### config.mk
export PLATFORM = sky130hd
export DESIGN_NAME = ndiv_sequencer
export DESIGN_NICKNAME = d
export VERILOG_FILES = /design/src/rtl/adpll_pkg.sv /design/src/rtl/ndiv_frac_accum.sv /design/src/rtl/ndiv_sequencer.sv
export SDC_FILE = /design/constraint.sdc
export NUM_CORES = 1
export LEC_CHECK = 0
export CAP_MARGIN = 30
export CORE_MARGIN = 4
export CORE_UTILIZATION = 59
export CTS_CLUSTER_SIZE = 40
export DETAILED_ROUTE_END_ITERATION = 10
export DONT_BUFFER_PORTS = 1
export PLACE_DENSITY_LB_ADDON = 0.08
export SLEW_MARGIN = 20
export SYNTH_ARGS = -nofsm -noshare
export SYNTH_HDL_FRONTEND = slang
export SYNTH_SLANG_ARGS = --single-unit
### constraint.sdc
create_clock -name clk -period 5.2 [get_ports clk]
set_input_delay 0.52 -clock clk [delete_from_list [all_inputs] [get_ports clk]]
set_output_delay 0.52 -clock clk [all_outputs]
set_load 0.03 [all_outputs]
### src/rtl/adpll_pkg.sv
// Shared ADPLL divider constants and the divide-control state encoding.
package adpll_pkg;

  localparam int unsigned NDIV_W = 4;
  localparam int unsigned FRAC_W = 4;

  localparam logic [NDIV_W-1:0] NDIV_MIN = 4'd2;
  localparam logic [NDIV_W-1:0] NDIV_MAX = 4'd15;

  typedef enum logic [1:0] {
    ST_IDLE,
    ST_START,
    ST_RUN
  } seq_state_e;

  // Divide values below the divider's minimum are raised to the minimum.
  function automatic logic [NDIV_W-1:0] coerce_ndiv(input logic [NDIV_W-1:0] n);
    return (n < NDIV_MIN) ? NDIV_MIN : n;
  endfunction

endpackage

### src/rtl/ndiv_frac_accum.sv
// Fractional phase accumulator: steps by F per divider period and yields
// the dithered divide value N + carry, clamped to the divider maximum.
module ndiv_frac_accum
  import adpll_pkg::*;
(
  input  logic              clk_i,
  input  logic              reset_i,
  input  logic              step_i,
  input  logic              clear_i,
  input  logic [FRAC_W-1:0] frac_i,
  input  logic [NDIV_W-1:0] n_i,
  output logic              carry_o,
  output logic [NDIV_W-1:0] ndiv_o
);

  logic [FRAC_W-1:0] acc_q;
  logic [FRAC_W:0]   sum;
  logic [NDIV_W:0]   n_plus;

  assign sum     = {1'b0, acc_q} + {1'b0, frac_i};
  assign carry_o = sum[FRAC_W];

  // N+c is formed one bit wider so an overflow past the maximum is visible.
  assign n_plus = {1'b0, n_i} + {{NDIV_W{1'b0}}, carry_o};
  assign ndiv_o = (n_plus > {1'b0, NDIV_MAX}) ? NDIV_MAX : n_plus[NDIV_W-1:0];

  always_ff @(posedge clk_i or posedge reset_i) begin
    if (reset_i) begin
      acc_q <= '0;
    end else if (clear_i) begin
      acc_q <= '0;
    end else if (step_i) begin
      acc_q <= sum[FRAC_W-1:0];
    end
  end

endmodule

### src/rtl/ndiv_sequencer.sv
// Divide-ratio sequencer for the ADPLL feedback divider: config handshake,
// divider reset control and fractional N/N+1 dithering on divider edges.
module ndiv_sequencer
  import adpll_pkg::*;
#(
  parameter logic [NDIV_W-1:0] DEFAULT_NDIV = 4'd4
) (
  input  logic              clk,
  input  logic              reset,
  input  logic              enable,
  input  logic              cfg_valid,
  output logic              cfg_ready,
  input  logic [NDIV_W-1:0] cfg_int,
  input  logic [FRAC_W-1:0] cfg_frac,
  input  logic              div_out,
  output logic [NDIV_W-1:0] ndiv,
  output logic              div_reset,
  output logic              ndiv_upd,
  output logic              cfg_err,
  output logic              sat
);

  seq_state_e        state_q;
  logic [NDIV_W-1:0] n_q, pn_q, ndiv_q;
  logic [FRAC_W-1:0] f_q, pf_q;
  logic              pend_q;
  logic              div_reset_q, ndiv_upd_q, cfg_err_q, sat_q;
  logic              div_s_q, div_d_q;

  logic              div_rise;
  logic              accept;
  logic [NDIV_W-1:0] cfg_n;
  logic              acc_step, acc_clear, acc_carry;
  logic [NDIV_W-1:0] acc_ndiv;

  // div_out is sampled once before edge detection, giving a two-cycle
  // path from a divider edge to the registered ndiv.
  assign div_rise  = div_s_q && !div_d_q;
  assign cfg_ready = (state_q == ST_IDLE) || ((state_q == ST_RUN) && !pend_q);
  assign accept    = cfg_valid && cfg_ready;
  assign cfg_n     = coerce_ndiv(cfg_int);

  assign acc_step  = (state_q == ST_RUN) && enable && div_rise && !pend_q;
  assign acc_clear = (state_q == ST_IDLE) || !enable || (div_rise && pend_q);

  ndiv_frac_accum u_accum (
    .clk_i   (clk),
    .reset_i (reset),
    .step_i  (acc_step),
    .clear_i (acc_clear),
    .frac_i  (f_q),
    .n_i     (n_q),
    .carry_o (acc_carry),
    .ndiv_o  (acc_ndiv)
  );

  always_ff @(posedge clk or posedge reset) begin
    if (reset) begin
      state_q     <= ST_IDLE;
      n_q         <= DEFAULT_NDIV;
      f_q         <= '0;
      pend_q      <= 1'b0;
      pn_q        <= '0;
      pf_q        <= '0;
      ndiv_q      <= DEFAULT_NDIV;
      div_reset_q <= 1'b1;
      ndiv_upd_q  <= 1'b0;
      cfg_err_q   <= 1'b0;
      sat_q       <= 1'b0;
      div_s_q     <= 1'b0;
      div_d_q     <= 1'b0;
    end else begin
      div_s_q    <= div_out;
      div_d_q    <= div_s_q;
      ndiv_upd_q <= 1'b0;
      cfg_err_q  <= accept && (cfg_int < NDIV_MIN);
      if (accept) sat_q <= 1'b0;

      case (state_q)
        ST_IDLE: begin
          div_reset_q <= 1'b1;
          if (accept) begin
            n_q        <= cfg_n;
            f_q        <= cfg_frac;
            ndiv_q     <= cfg_n;
            ndiv_upd_q <= 1'b1;
          end
          if (enable) state_q <= ST_START;
        end

        ST_START: begin
          if (!enable) begin
            state_q <= ST_IDLE;
          end else begin
            div_reset_q <= 1'b0;
            state_q     <= ST_RUN;
          end
        end

        ST_RUN: begin
          if (!enable) begin
            state_q     <= ST_IDLE;
            div_reset_q <= 1'b1;
            // A config offered on the disable cycle is applied like a pending one.
            if (accept) begin
              n_q        <= cfg_n;
              f_q        <= cfg_frac;
              ndiv_q     <= cfg_n;
              ndiv_upd_q <= 1'b1;
            end else if (pend_q) begin
              n_q        <= pn_q;
              f_q        <= pf_q;
              ndiv_q     <= pn_q;
              ndiv_upd_q <= 1'b1;
              pend_q     <= 1'b0;
            end
          end else begin
            if (div_rise) begin
              if (pend_q) begin
                n_q        <= pn_q;
                f_q        <= pf_q;
                ndiv_q     <= pn_q;
                ndiv_upd_q <= 1'b1;
                pend_q     <= 1'b0;
              end else begin
                ndiv_q     <= acc_ndiv;
                ndiv_upd_q <= (acc_ndiv != ndiv_q);
                // Saturation on this edge outranks a same-cycle clear by acceptance.
                if (acc_carry && (n_q == NDIV_MAX)) sat_q <= 1'b1;
              end
            end
            if (accept) begin
              pend_q <= 1'b1;
              pn_q   <= cfg_n;
              pf_q   <= cfg_frac;
            end
          end
        end

        default: begin
          state_q     <= ST_IDLE;
          div_reset_q <= 1'b1;
        end
      endcase
    end
  end

  assign ndiv      = ndiv_q;
  assign div_reset = div_reset_q;
  assign ndiv_upd  = ndiv_upd_q;
  assign cfg_err   = cfg_err_q;
  assign sat       = sat_q;

endmodule

# Word-level counts from Yosys, hierarchy flattened
# Cells that the tools add are included.
# totals
ram_bits	0
output_inout_bits	9
rom_bits	0
latch_bits	0
input_bits	13
reg_bits	33
n_memories	0
elab_cells	100
# op_classes
multipliers	0
n_eq_ne	12
shift	0
add_sub_neg	2
reduce_logical	24
bitwise_logic	0
order_cmp	2
n_div	0
muxes	46
# op_table
operator	count
2-to-1 mux 4 bit	19
one-hot mux 4 bit (2 select lines)	3
2-to-1 mux 1 bit	18
!= test 2 bit, second input constant	5
logical AND 1 bit	9
AND reduction 3 bit	3
2-to-1 mux 2 bit	3
one-hot mux 2 bit (3 select lines)	1
adder 4 x 1 -> 5 bit	1
adder 4 x 4 -> 5 bit	1
> comparator 5 x 4 -> 1 bit, second input constant	1
== test 4 bit, second input constant	1
less-than comparator 4 x 2 -> 1 bit, second input constant	1
!= test 4 bit	1
!= test 4 bit, second input constant	1
one-hot mux 1 bit (2 select lines)	2
AND reduction 2 bit	2
AND reduction 4 bit	1
nonzero test 2 bit	2
zero test 1 bit	3
logical OR 1 bit	3
!= test 3 x 1 -> 1 bit, second input constant	1
!= test 3 bit, second input constant	1
== test 2 x 1 -> 1 bit, second input constant	1
other kinds (2)	2

# Longest topological paths before layout
# Gate-level depths: netlist of run 1.
# depth
depth_word	10
depth_mapped	12
ltp_nobuf	12

# By module
# From an unflattened synthesis of run 1, not the netlist that was laid out.
# unflattened
hier_cells	171
hier_area_um2	1848.0
# modules_own_cells
module	instances	area_each_um2	seq_area_each_um2	cells_per_inst
ndiv_sequencer	1	1461.4	729.4	127
ndiv_frac_accum	1	386.6	100.1	44

# Worst setup path before layout of run 1
# OpenSTA, ideal clock, no wires.
# synth_path
path_type	reg-to-reg
start	register f_q[0]
end	register ndiv_q[1] (netlist: ndiv[1])
arrival_time_ps	2222
setup_slack_ps	2896
setup_time_ps	82
required_ps	5118
n_path_buf	0
path_stages_with_launch	13
path_cell_list	dfrtp_1 -> ha_1 -> inv_1 -> fa_1 -> nor2b_1 -> o21ai_0 -> nand2b_1 -> ha_1 -> ha_1 -> and3_2 -> nor3_1 -> o32a_1 -> a31oi_1
# synth_via
elab_chain_cells	8
# synth_lines
element	line_no	source
from (decl)	ndiv_sequencer.sv:25	logic [FRAC_W-1:0] f_q, pf_q;
from (signal assigned)	ndiv_sequencer.sv:84	f_q <= cfg_frac;
from (signal assigned)	ndiv_sequencer.sv:107	f_q <= cfg_frac;
from (signal assigned)	ndiv_sequencer.sv:112	f_q <= pf_q;
adder 4 x 4 -> 5 bit *	ndiv_frac_accum.sv:20	assign sum = {1'b0, acc_q} + {1'b0, frac_i};
adder 4 x 1 -> 5 bit *	ndiv_frac_accum.sv:24	assign n_plus = {1'b0, n_i} + {{NDIV_W{1'b0}}, carry_o};
> comparator 5 x 4 -> 1 bit	ndiv_frac_accum.sv:25	assign ndiv_o = (n_plus > {1'b0, NDIV_MAX}) ? NDIV_MAX : n_plus[NDIV_W-1:0];
2-to-1 mux 4 bit *	ndiv_frac_accum.sv:25	
2-to-1 mux 4 bit *	ndiv_sequencer.sv:119	if (pend_q) begin
2-to-1 mux 4 bit *	ndiv_sequencer.sv:118	if (div_rise) begin
2-to-1 mux 4 bit *	ndiv_sequencer.sv:101	if (!enable) begin
one-hot mux 4 bit (2 select lines) *	ndiv_sequencer.sv:79	case (state_q)
to (signal assigned)	ndiv_sequencer.sv:85	ndiv_q <= cfg_n;
to (signal assigned)	ndiv_sequencer.sv:108	ndiv_q <= cfg_n;
to (signal assigned)	ndiv_sequencer.sv:122	ndiv_q <= pn_q;
to (decl)	ndiv_sequencer.sv:24	logic [NDIV_W-1:0] n_q, pn_q, ndiv_q;
# Every way passes the cells marked *; elsewhere a longest branch is shown, timed or not. The select of a mux whose other input is x is not followed.
# A chain may end at the register's enable or synchronous reset.

# Worst setup path in the final report of run 1
# Ends and elaborated chain as after synthesis.

==> results of run 1 <==
## metrics by stage
stage | util (%) | instance area (um^2)
2_1_floorplan | - | 1984
3_3_place_gp | 62.92 | 1968
3_5_place_dp | 62.92 | 1968
4_1_cts | 64.56 | 2019
5_1_grt | 64.56 | 2019
6_report | 64.56 | 2019
## critical path, stage by stage, from the launching register on
cell and delay, ns:
dfrtp_1 0.37, ha_1 0.17, inv_1 0.06, fa_1 0.39
nor2b_1 0.16, o21ai_0 0.11, nand2b_1 0.11, ha_1 0.20
ha_1 0.23, and3_2 0.23, nor3_1 0.05, o32a_1 0.34
a31oi_1 0.17
## registers in the layout, summed over array words and instances (netlist names), 2 cells and up
register	flops
f_q	4
ndiv	4
u_accum.acc_q	4
pn_q	4
pf_q	4
state_q	2
n_q	4
## cells in the final DEF (no fill, tap or decap), types with 2 or more instances in the layout
cell,netlist,final
a31o_2,2,2
ha_1,6,6
clkinv_2,0,2
a21o_1,2,2
nand2b_1,5,5
o21ai_1,2,2
a22oi_1,5,5
a31oi_1,3,3
clkbuf_4,0,5
inv_1,10,10
dfstp_2,3,3
nor2_1,10,10
o21ai_0,7,7
a2bb2oi_1,3,3
xnor2_1,3,3
a22o_1,5,5
nand2_1,10,10
o2bb2ai_1,6,6
o211ai_1,2,2
nand3_1,3,3
mux2_2,6,6
a21oi_1,7,7
dfrtp_1,30,30
o22ai_1,4,4
nor3_1,5,5
## routing by layer
layer  GRT usage [%]  wire [um]  up-vias
li1                -          -      687
met2           34.67       1994       37
met1           32.21       2099      728
met4           5.330         52        0
met3           6.463        228        7
met5               0          0        -
## cell families (layout without fill, tap and decap cells)
group	after synthesis	after routing	share of synthesized area (%)
AOI/OAI and AO/OA	66	66	26.73
adders and majority gates	7	7	4.792
and+or+nand+nor	48	48	15.32
xor gates and xnor gates	4	4	1.766
muxes	6	6	3.405
buffers and inverters	18	20	6.180
DFF	33	33	41.80
## layout make-up
class,instances,area [um^2]
timing repair buffer,1,7.507
fill,263,1109
sequential,33,829.5
clock buffer,6,41.29
multi-input combinational,131,1032
tap,44,55.05
inverter,11,43.79
clock inverter,2,10.01
## where the power goes
group / total [mW] / switching (mW) / internal (mW)
sequential: 0.409 / 0.0910 / 0.318
combinational: 0.214 / 0.110 / 0.104
clock: 0.142 / 0.0909 / 0.0515
## cell usage after synthesis, drive strengths merged, types with 2 or more instances
cell | number | area (um^2)
nand2 | 10 | 37.54
xnor2 | 3 | 26.28
nand2b | 7 | 53.80
o21ai | 10 | 53.80
nand3 | 3 | 15.01
ha | 6 | 75.07
a21o | 2 | 15.01
dfstp | 3 | 78.83
nor2b | 2 | 20.02
o22ai | 4 | 25.02
inv | 11 | 43.80
a22oi | 5 | 37.54
mux2 | 6 | 67.56
o211ai | 2 | 15.01
nor3 | 6 | 41.29
a31o | 2 | 17.52
a211o | 2 | 26.28
dfrtp | 30 | 750.7
a211oi | 2 | 20.02
a31oi | 3 | 18.77
a2bb2oi | 3 | 26.28
nor2 | 10 | 37.54
a21oi | 8 | 51.30
buf | 7 | 78.83
o2bb2ai | 6 | 52.55
a22o | 5 | 43.79
## how the worst max path moves through the flow
stage,endpoint,slack [ns],cells after the start
6_report,ndiv[1]$_DFFE_PP0P_,2.53,12
5_1_grt,ndiv[1]$_DFFE_PP0P_,2.35,12
4_1_cts,ndiv[1]$_DFFE_PP0P_,2.55,12
3_5_place_dp,ndiv[1]$_DFFE_PP0P_,2.58,12
3_3_place_gp,ndiv[1]$_DFFE_PP0P_,2.76,12
2_1_floorplan,ndiv[1]$_DFFE_PP0P_,2.90,12
==> summary.md, run 1 <==
| Metric | Value |
|---|---|
| Crit Reg-Reg Endpoint | ndiv[1]$_DFFE_PP0P_ |
| Area of the core | 3128 um^2 |
| Placed insts | 220 |
| CTS Root Cell | clkbuf_4 |
| Final worst setup slack | 2.530 ns |
| Final TNS setup | 0 ns |
| Sink Count | 33 |
| Max-slew headroom | 63.68% |
| Hold WS | 0.1378 ns |
| Largest net degree at the start of global routing | 34 |
| Ant. Diodes | 0 |
| Die Area | 4355 um^2 |
| CTS Hold Bufs | 0 |
| P per Cell Area | 378.9 nW/um^2 |
| Starting DRT DRC Count | 74 |
| Worst-skew pair later-pin latency | 0.34 ns |
| Maximum capacitance violations | 0 |
| Vias/cell | 6.399 |
| Total global routing track utilization | 22.80% |
| Layout Nets | 203 |
| Maximum vdd drop | 0.0002491 V |
| I/O pins | 22 |
| DRT Wirelength | 4373 um |
| Vias in the first global route | 1451 |
| Final hold vios | 0 |
| TritonCTS clock tree | yes |
| DIE WIDTH | 66.00 um |
| Main synth FF type | dfrtp_1 |
| Setup Viol. Count Final | 0 |
| First-pass GRT wire length | 7403 um |
| Synthesized instance count | 182 |
| Pre-CTS WS | 2.579 ns |
| Yosys cell types | 60 |
| Synth Warn # | 0 |
| Leakage | 0.8606 nW |
| Post-CTS Setup Repair Bufs | 0 |
| Share of cells above drive strength 1 | 20.11% |
| Data required, critical path | 5.47 ns |
| R2r setup slk | 2.53 ns |
| Routability Congestion | 0.8940 |
| TritonRoute pass-1 iters | 4 |
| Cts bufs inserted | 5 |
| Post-Syn Area | 1984 um^2 |
| Vias post-DR | 1459 |
| Initial antenna violation count | 0 |
| Worst r2r src | f_q[0]$_DFFE_PP0P_ |
| Clock Skew | 0.01110 ns |
| Hpwl dp | 3165 um |
| Area Growth Syn to Fin | 1.766% |
| Longest Clk Path Bufs | 2 |
| Syn_nets | 202 |
| Height of the die | 66.00 um |
| Fin cells | 228 |
| Crit path max fanout | 4 |
| Outcome | complete, no violations |
| H-Tree Depth | 2 |
| Unrepaired setup endpoints after global routing | false |
| GR Overflow Total | 0 |
| Clk slew on worst S/H paths | 0.11 ns |
| Fmax | 374.5 MHz |
| Hold Crit Class | in -> async |
| Slew @ Worst Pin | 0.5401 ns |
| Mean Syn Cell Area | 10.90 um^2 |
| Worst setup EP type | flop |
| Worst Setup SP | f_q[0]$_DFFE_PP0P_ |
| Per-cell routed wire length | 19.18 um |
| I/O Buffers | 0 |
| Post-synth ARST share | 100.0% |
| Seq cells post-synth | 33 |
| Post-synth EDFFs | 0 |
| Post-CTS sizing | 0 |
| WP data arrival | 2.94 ns |
| Worst Reg-to-Reg Cells | 12 |
| Number of core rows | 20 |
| Crit path time final | 2.670 ns |
| Sequential area share after synthesis | 41.80% |
| Power Total | 0.7652 mW |
| Setup CP Type | reg -> reg |
| Initial core utilization | 63.44% |
| Crit path launch type | flop |
| Slew Limit Fails | 0 |
| DRC viols | 0 |
| Final Cycle Share | 51.35% |
| Routed Antenna Nets | 0 |
Power figures use the tool's default switching activity.
==> run 2, diff against run 1 <==
Clock period 5.2 ns to 2.6 ns, I/O delays scaled along.
==> summary.md, run 2 (synthesis gave the netlist of run 1 again) <==
| Metric | Value |
|---|---|
| Outcome | complete, no violations |
| CTS Root Cell | clkbuf_4 |
| Max-slew headroom | 63.37% (-0.32 points) |
| Cts bufs inserted | 5 (unchanged) |
| I/O Buffers | 0 (unchanged) |
| Sink Count | 33 (unchanged) |
| Longest Clk Path Bufs | 2 (unchanged) |
| Crit Reg-Reg Endpoint | ndiv[1]$_DFFE_PP0P_ |
| Initial antenna violation count | 0 (unchanged) |
| Layout Nets | 208 (+2.5%) |
| Most common cell after layout, fill and taps aside | dfrtp_1 |
| Routability Congestion | 0.8978 (+0.43%) |
| Initial core utilization | 63.44% (unchanged) |
| Hold Crit Class | in -> reg |
| Setup Viol. Count Final | 0 (unchanged) |
| Leakage | 0.8938 nW (+3.9%) |
| Clock Skew | 0.01160 ns (+0.0005058 ns) |
| Slew Limit Fails | 0 (unchanged) |
| CP bufs+invs | 1 (unchanged) |
| Vias post-DR | 1464 (+0.34%) |
| Fin cells | 233 (+2.2%) |
| H-Tree Depth | 2 (unchanged) |
| Crit path max fanout | 4 (unchanged) |
| Multi-input combinational cell area | 1066 um^2 (+3.3%) |
| Number of core rows | 20 (unchanged) |
| I/O pins | 22 (unchanged) |
| DRC viols | 0 (unchanged) |
| Die Area | 4355 um^2 (unchanged) |
| Total global routing track utilization | 23.19% (+0.39 points) |
| Hold Crit Start | cfg_int[2] |
| Final design utilization | 68.24% (+3.7 points) |
| Fillers | 249 (-5.3%) |
| Final hold vios | 0 (unchanged) |
| Worst setup EP type | flop |
| Worst r2r src | u_accum.acc_q[0]$_DFFE_PP0P_ |
| Ant. Diodes | 0 (unchanged) |
| Placed insts | 220 (unchanged) |
| CP peak stage delay | 0.39 ns (about the same) |
| Data required, critical path | 2.87 ns (-2.60 ns) |
| Routed Antenna Nets | 0 (unchanged) |
| Per-cell routed wire length | 19.26 um (+0.43%) |
| Fmax | 397.9 MHz (+6.2%) |
| Worst-skew pair later-pin latency | 0.35 ns (about the same) |
| Vias in the first global route | 1508 (+3.9%) |
| WP data arrival | 2.78 ns (-0.16 ns) |
| Largest net degree at the start of global routing | 34 (unchanged) |
| Hold path cells | 2 |
| Maximum vdd drop | 0.0005111 V (+110%) |
| Hpwl dp | 3146 um (-0.60%) |
| DIE WIDTH | 66.00 um (unchanged) |
| Most frequent cells in the layout | 30 x dfrtp_1, 10 x inv_1, 10 x nor2_1, 10 x nand2_1 |
| GR Overflow Total | 0 (unchanged) |
| P per Cell Area | 791.0 nW/um^2 (+110%) |
| TritonRoute pass-1 iters | 4 (unchanged) |
| Hold EP | ndiv[2]$_DFFE_PP1P_ |
| Maximum capacitance violations | 0 (unchanged) |
| R2r setup slk | 0.09 ns (-2.44 ns) |
| Final Cycle Share | 96.66% (+45 points) |
| Height of the die | 66.00 um (unchanged) |
| Crit path launch type | flop |
| Vias/cell | 6.283 (-1.8%) |
| CP max stage cell | dfrtp_1 |
| TritonCTS clock tree | yes |
| Starting DRT DRC Count | 112 (+51%) |
| Crit path time final | 2.513 ns (-0.1570 ns) |
| Hold WS | 0.04368 ns (-0.09410 ns) |
| Top cell by count, worst path | ha_4 |
| Worst Reg-to-Reg Cells | 12 (unchanged) |
| Area of the core | 3128 um^2 (unchanged) |
| Sequential Area | 829.5 um^2 (unchanged) |
| Top delay family on crit path | adder cells |
| First-pass GRT wire length | 7596 um (+2.6%) |
| Share of cells above drive strength 1 | 22.22% (+2.1 points) |
| Area Growth Syn to Fin | 7.566% |
| Crit-path cells | ha_2 -> inv_1 -> fa_2 -> nor2b_1 -> o21ai_0 -> nand2b_1 -> ha_4 -> ha_4 -> and3_4 -> nor3_1 -> o32a_1 -> a31oi_1 |
| Clk slew on worst S/H paths | 0.11 ns (about the same) |
| Power Total | 1.688 mW (+120%) |
| Setup CP Type | reg -> reg |
| Slew @ Worst Pin | 0.5448 ns (+0.004692 ns) |
| DRT Wirelength | 4488 um (+2.6%) |
==> run 2: where the power goes <==
group / switching [mW] / internal, mW
combinational: 0.225 / 0.226
sequential: 0.187 / 0.637
clock: 0.184 / 0.229
==> run 2: stage by stage <==
step | area, um^2 | TNS [ns] | setup slack, ns
after floorplan | 1984 | 0 | 0.2958
after global placement | 1968 | 0 | 0.1603
after detailed placement | 1968 | -0.01238 | -0.01238
after CTS | 2112 | 0 | 0.04493
final | 2135 | 0 | 0.08672
after global routing | 2135 | -0.02747 | -0.02747
==> run 2: worst max path at each step <==
| stage | startpoint | to | slack [ns] | cells after the start |
|---|---|---|---|---|
| final | u_accum.acc_q[0]$_DFFE_PP0P_ | ndiv[1]$_DFFE_PP0P_ | 0.09 | 12 |
| after global placement | f_q[0]$_DFFE_PP0P_ | ndiv[1]$_DFFE_PP0P_ | 0.16 | 12 |
| after CTS | f_q[0]$_DFFE_PP0P_ | ndiv[1]$_DFFE_PP0P_ | 0.04 | 12 |
| after floorplan | f_q[0]$_DFFE_PP0P_ | ndiv[1]$_DFFE_PP0P_ | 0.30 | 12 |
| after global routing | f_q[0]$_DFFE_PP0P_ | ndiv[1]$_DFFE_PP0P_ | -0.03 | 12 |
| after detailed placement | f_q[0]$_DFFE_PP0P_ | ndiv[1]$_DFFE_PP0P_ | -0.01 | 12 |
==> run 2: area by class of cell <==
cell class / count / share of cell area, %
repair buffers: 6 / 2.579
flip-flops and latches: 33 / 38.86
well taps: 44 / 2.579
clock buffers: 7 / 2.579
multi-input cells: 131 / 49.94
inverters: 11 / 2.052
clock inverters: 1 / 1.407
==> run 2: what timing repair did <==
| action | 4_1_cts | 5_1_grt |
|---|---|---|
| endpoints found under the hold margin | 32 | 0 |
| hold buffers | 4 | 0 |
| resized for setup | 4 | 3 |
| pin swaps | 0 | 0 |
| endpoints found under the setup margin | 1 | 2 |
| buffers inserted | 1 | 0 |
==> run 2: per-layer routing <==
metal,wire length [um],track usage (%)
met3,228,6.463
met4,68,6.853
met2,2109,36.17
met5,0,0
met1,2082,31.39
==> run 2: worst reg2reg max path: cells and delay by family, from the launching register on <==
kind	cells	cell delay, ns
compound gates	3	0.62
flops	1	0.39
fa+ha+maj	4	0.86
buf+inv	1	0.06
simple gates	4	0.51
